**src/rtl/sar_search.sv**
```systemverilog
// Successive-approximation search against an external magnitude comparator.
// Drives one candidate per response (MSB first), stops early on equality, aborts on bad or missing responses.
module sar_search #(
    parameter int WIDTH   = 16,
    parameter int TIMEOUT = 255,
    localparam int KW     = (WIDTH > 1) ? $clog2(WIDTH) : 1,
    localparam int SW     = $clog2(WIDTH) + 1,
    localparam int TW     = (TIMEOUT > 1) ? $clog2(TIMEOUT + 1) : 1
) (
    input  logic             clk,
    input  logic             rst_n,
    input  logic             start_i,
    output logic [WIDTH-1:0] cand_o,
    output logic             cand_valid_o,
    input  logic             cmp_valid_i,
    input  logic             cmp_gt_i,
    input  logic             cmp_lt_i,
    input  logic             cmp_eq_i,
    output logic             busy_o,
    output logic             done_o,
    output logic [WIDTH-1:0] result_o,
    output logic             found_o,
    output logic             err_o,
    output logic [SW-1:0]    steps_o
);

    typedef enum logic [1:0] {IDLE, WAIT, DONE} state_t;

    state_t           state_q;
    logic [WIDTH-1:0] cand_q, result_q;
    logic             cand_valid_q, found_q, err_q;
    logic [SW-1:0]    steps_q;
    logic [KW-1:0]    k_q;
    logic [TW-1:0]    tmo_q;

    logic [2:0]       flags;
    logic             one_hot;
    logic [WIDTH-1:0] res_d, cand_d;

    assign flags   = {cmp_gt_i, cmp_lt_i, cmp_eq_i};
    assign one_hot = (flags == 3'b001) || (flags == 3'b010) || (flags == 3'b100);
    // gt keeps the trial bit (result takes the candidate); lt drops it
    assign res_d   = cmp_gt_i ? cand_q : result_q;
    assign cand_d  = res_d | (WIDTH'(1) << (k_q - KW'(1)));

    always_ff @(posedge clk or negedge rst_n) begin
        if (!rst_n) begin
            state_q      <= IDLE;
            cand_q       <= '0;
            cand_valid_q <= 1'b0;
            result_q     <= '0;
            found_q      <= 1'b0;
            err_q        <= 1'b0;
            steps_q      <= '0;
            k_q          <= '0;
            tmo_q        <= '0;
        end else begin
            case (state_q)
                IDLE: if (start_i) begin
                    result_q     <= '0;
                    found_q      <= 1'b0;
                    err_q        <= 1'b0;
                    steps_q      <= '0;
                    k_q          <= KW'(WIDTH - 1);
                    cand_q       <= {1'b1, {(WIDTH-1){1'b0}}};
                    cand_valid_q <= 1'b1;
                    tmo_q        <= '0;
                    state_q      <= WAIT;
                end
                WAIT: if (cmp_valid_i) begin
                    steps_q <= steps_q + SW'(1);
                    tmo_q   <= '0;
                    if (!one_hot) begin
                        err_q        <= 1'b1;
                        cand_valid_q <= 1'b0;
                        state_q      <= DONE;
                    end else if (cmp_eq_i) begin
                        result_q     <= cand_q;
                        found_q      <= 1'b1;
                        cand_valid_q <= 1'b0;
                        state_q      <= DONE;
                    end else begin
                        result_q <= res_d;
                        if (k_q == '0) begin
                            cand_valid_q <= 1'b0;
                            state_q      <= DONE;
                        end else begin
                            k_q    <= k_q - KW'(1);
                            cand_q <= cand_d;
                        end
                    end
                end else if (tmo_q == TW'(TIMEOUT - 1)) begin
                    // TIMEOUT silent cycles for one candidate: give up, keep partial result
                    err_q        <= 1'b1;
                    cand_valid_q <= 1'b0;
                    state_q      <= DONE;
                end else begin
                    tmo_q <= tmo_q + TW'(1);
                end
                DONE:    state_q <= IDLE;
                default: state_q <= IDLE;
            endcase
        end
    end

    assign cand_o       = cand_q;
    assign cand_valid_o = cand_valid_q;
    assign busy_o       = (state_q != IDLE);
    assign done_o       = (state_q == DONE);
    assign result_o     = result_q;
    assign found_o      = found_q;
    assign err_o        = err_q;
    assign steps_o      = steps_q;

endmodule
```
**config.mk**
```make
export PLATFORM = sky130hd
export DESIGN_NAME = sar_search
export DESIGN_NICKNAME = d
export VERILOG_FILES = /design/src/rtl/sar_search.sv
export SDC_FILE = /design/constraint.sdc
export NUM_CORES = 1
export LEC_CHECK = 0
export BUFFER_PORTS_ARGS = -buffer_cell sky130_fd_sc_hd__buf_2
export CORE_MARGIN = 8
export CORE_UTILIZATION = 25
export DETAILED_ROUTE_END_ITERATION = 7
export GPL_ROUTABILITY_DRIVEN = 0
export PLACE_DENSITY = 0.44
export SYNTH_ARGS = -nofsm -noshare
export SYNTH_HDL_FRONTEND = slang
export SYNTH_SLANG_ARGS = --single-unit
```
**constraint.sdc**
```tcl
create_clock -name clk -period 5.4 [get_ports clk]
set_input_delay 0.54 -clock clk [delete_from_list [all_inputs] [get_ports clk]]
set_output_delay 0.54 -clock clk [all_outputs]
set_load 0.02 [all_outputs]
```
==> flow_summary.json <==
{
  "power.density_mw_per_mm2": 386,
  "path_buf_inv": 1,
  "hold_viol_final": 0,
  "grt_max_degree": 55,
  "syn_nets": 289,
  "crit_family": "simple AND/OR/NAND/NOR gates",
  "async_reset_ff_share_pct": 100,
  "layout.nets": 333,
  "finalNonFillerCells": 459,
  "port_buffers": 48,
  "finClkSkew_ps": 11.4,
  "drt_iter0_drc": 106,
  "drive_gt1_share_pct": 22.6,
  "via_count": 2158,
  "ioPinCount": 49,
  "synth.distinct_cells": 45,
  "end_kind": "flop",
  "syn_area_sq_mm": 0.00276,
  "max_freq_mhz": 416,
  "yosys.area.top_type": "dfrtp_1",
  "core_area_sq_mm": 0.0108,
  "rsz0062_at_grt": "false",
  "wl_um": 7340,
  "synth-seq-area-share_pct": 49.0,
  "static-leakage-power_nw": 1.53,
  "cts_buffers": 5,
  "dieWidth_um": 121,
  "drtAntennaViolNets": 0,
  "maxCapViolations": 0,
  "cts_root_buf": "clkbuf_8",
  "wl_per_cell_um": 16.0,
  "mostFrequentLayoutCells": "dfrtp_1 (54), buf_2 (48), nor2_1 (35)",
  "slowest_delay_ps": 540,
  "start_util_pct": 25.6,
  "slew_headroom_pct": 44.3,
  "clock_latency_ps": 320,
  "synthFlopType": "dfrtp_1",
  "grt_overflow": 0,
  "critPathLaunch": "k_q[0]$_DFFE_PN0P_",
  "fin_crit_sh_pct": 44.6,
  "clock_path_buffers": 2,
  "antenna_found_initial": 1,
  "worst_pin_slew_ps": 836,
  "critPathSlowestCell": "nand2_1",
  "grt_pass1_wl_um": 11900,
  "viasPerCell": 4.70,
  "synth-edff-count": 0,
  "synth_cells": 274,
  "crit_type": "reg2reg",
  "layout_commonest_cell": "dfrtp_1",
  "critPathRequiredTime_ps": 5650,
  "rows": 38,
  "cts_setup_buffers": 0,
  "grt_pass1_vias": 2153,
  "cts_sinks": 54,
  "status": "completed",
  "path_cells": "inv_1, ha_1, a2111oi_4, nand2_1, and3_1, nor2_1",
  "die-height_um": 121,
  "cts_resized": 0,
  "yosysTopAreaCellShare_pct": 49.0,
  "yosys_warnings": 0,
  "clk_pin_slew_worst_paths_ps": 110,
  "die_area_sq_mm": 0.0146,
  "dr.pass1.iters": 6,
  "hold_path.class": "in2async",
  "min_period_ps": 2410,
  "slew_viol_final": 0,
  "syn_to_final_growth_pct": 17.0,
  "peakVddDrop_uv": 142,
  "route.detailed.drc": 0,
  "synth_area_leaders": "dfrtp_1 (49%), mux2i_1 (6.2%), nor2_1 (4.8%)",
  "grt_use_total_pct": 10.1,
  "diodes": 0,
  "rr_startpoint": "k_q[0]$_DFFE_PN0P_",
  "tns_ps": 0,
  "tritoncts": "yes",
  "crit_arrival_ps": 2650,
  "hpwl_um": 5280,
  "ys_ff_latch": 54,
  "synth.avg_cell_area_sq_um": 10.1,
  "setup_violations": 0,
  "start_kind": "flop",
  "holdBufCountCts": 0,
  "place_inst": 451,
  "h-tree-depth": 2,
  "cp_max_fo": 20
}
through the flow:
step | setup WS, ps | power (mW) | instance area (sq um) | utilization, % | hold WS [ps]
detailed placement | 2960 | 0.984 | 3120 | 28.9 | 502
finish | 2990 | 1.24 | 3230 | 29.9 | 329
floorplan | 3630 | 0.845 | 2760 | - | 244
global route | 2810 | 1.33 | 3230 | 29.9 | 399
global placement | 3020 | 0.981 | 3120 | 28.9 | 500
CTS | 2990 | 1.27 | 3230 | 29.9 | 367
report_power, final:
part	switching, mW	leakage [nW]	internal (mW)
Clock	0.141	0.0514	0.139
Sequential	0.0673	0.719	0.457
Combinational	0.296	0.758	0.144
Total	0.505	1.53	0.740
worst reg2reg max path, stage by stage, from the launching register on:
cell and delay [ps]:
dfrtp_1 440, inv_1 130, ha_1 320, a2111oi_4 400, nand2_1 540, and3_1 400, nor2_1 110
flip-flops by register name, indices dropped and copies added, names as in the netlist:
signal and cells:
cand_o 16, cand_valid_o 1, state_q 2, result_o 16
err_o 1, k_q 4, found_o 1, steps_o 5
tmo_q 8
cell families (layout without fill, tap and decap cells):
logic type               Yosys count  count (layout)  share of synthesized area [%]
adder cells (fa/ha/maj)            8               8                           3.63
flip-flops                        54              54                           49.0
multiplexers                      23              23                           8.62
buffers and inverters             20              65                           3.58
AND/OR/NAND/NOR                   91              91                           15.7
AO/OA/AOI/OAI                     69              69                           16.6
XOR/XNOR                           9               9                           2.86
Yosys cell counts (5+ instances only):
master and number:
o21ai_1 21, dfrtp_1 54, nand3_1 8, nand2_1 24, mux2i_1 17, inv_1 6, xor2_1 7, nor2_1 35
a221oi_1 5, a22oi_1 5, ha_1 8, mux2_2 6, buf_2 7, a21oi_1 12, o21ai_0 8
per-layer routing:
| layer | vias to the layer above | global-route usage [%] | part of all wire (%) |
|---|---|---|---|
| met5 | - | 0 | 0.18 |
| met4 | 2 | 3.12 | 1.3 |
| met3 | 8 | 3.68 | 6.6 |
| met2 | 45 | 15.6 | 45 |
| met1 | 1043 | 12.9 | 47 |
| li1 | 1060 | - | - |
final timing paths:
check                                                end  slack (ps)  cells after the start
worst max-delay path            cand_valid_o$_DFFE_PN0P_        2990                      6
max in group asynchronous         steps_o[1]$_DFFE_PN0P_        4590                      2
min in group clk                   cand_o[7]$_DFFE_PN0P_         520                      2
worst min register to register     cand_o[7]$_DFFE_PN0P_         520                      2
worst max register to register  cand_valid_o$_DFFE_PN0P_        2990                      6
worst min-delay path            result_o[10]$_DFFE_PN0P_         330                      2
layout make-up:
class                           instances  area, sq um
Fill cell                            1146         7570
Timing Repair Buffer                   50          255
Clock buffer                            6         72.6
Clock inverter                          2         37.5
Multi-Input combinational cell        200         1310
Sequential cell                        54         1350
Tap cell                              140          175
Inverter                                7         26.3
No activity file was read; power rests on OpenSTA's default activity.
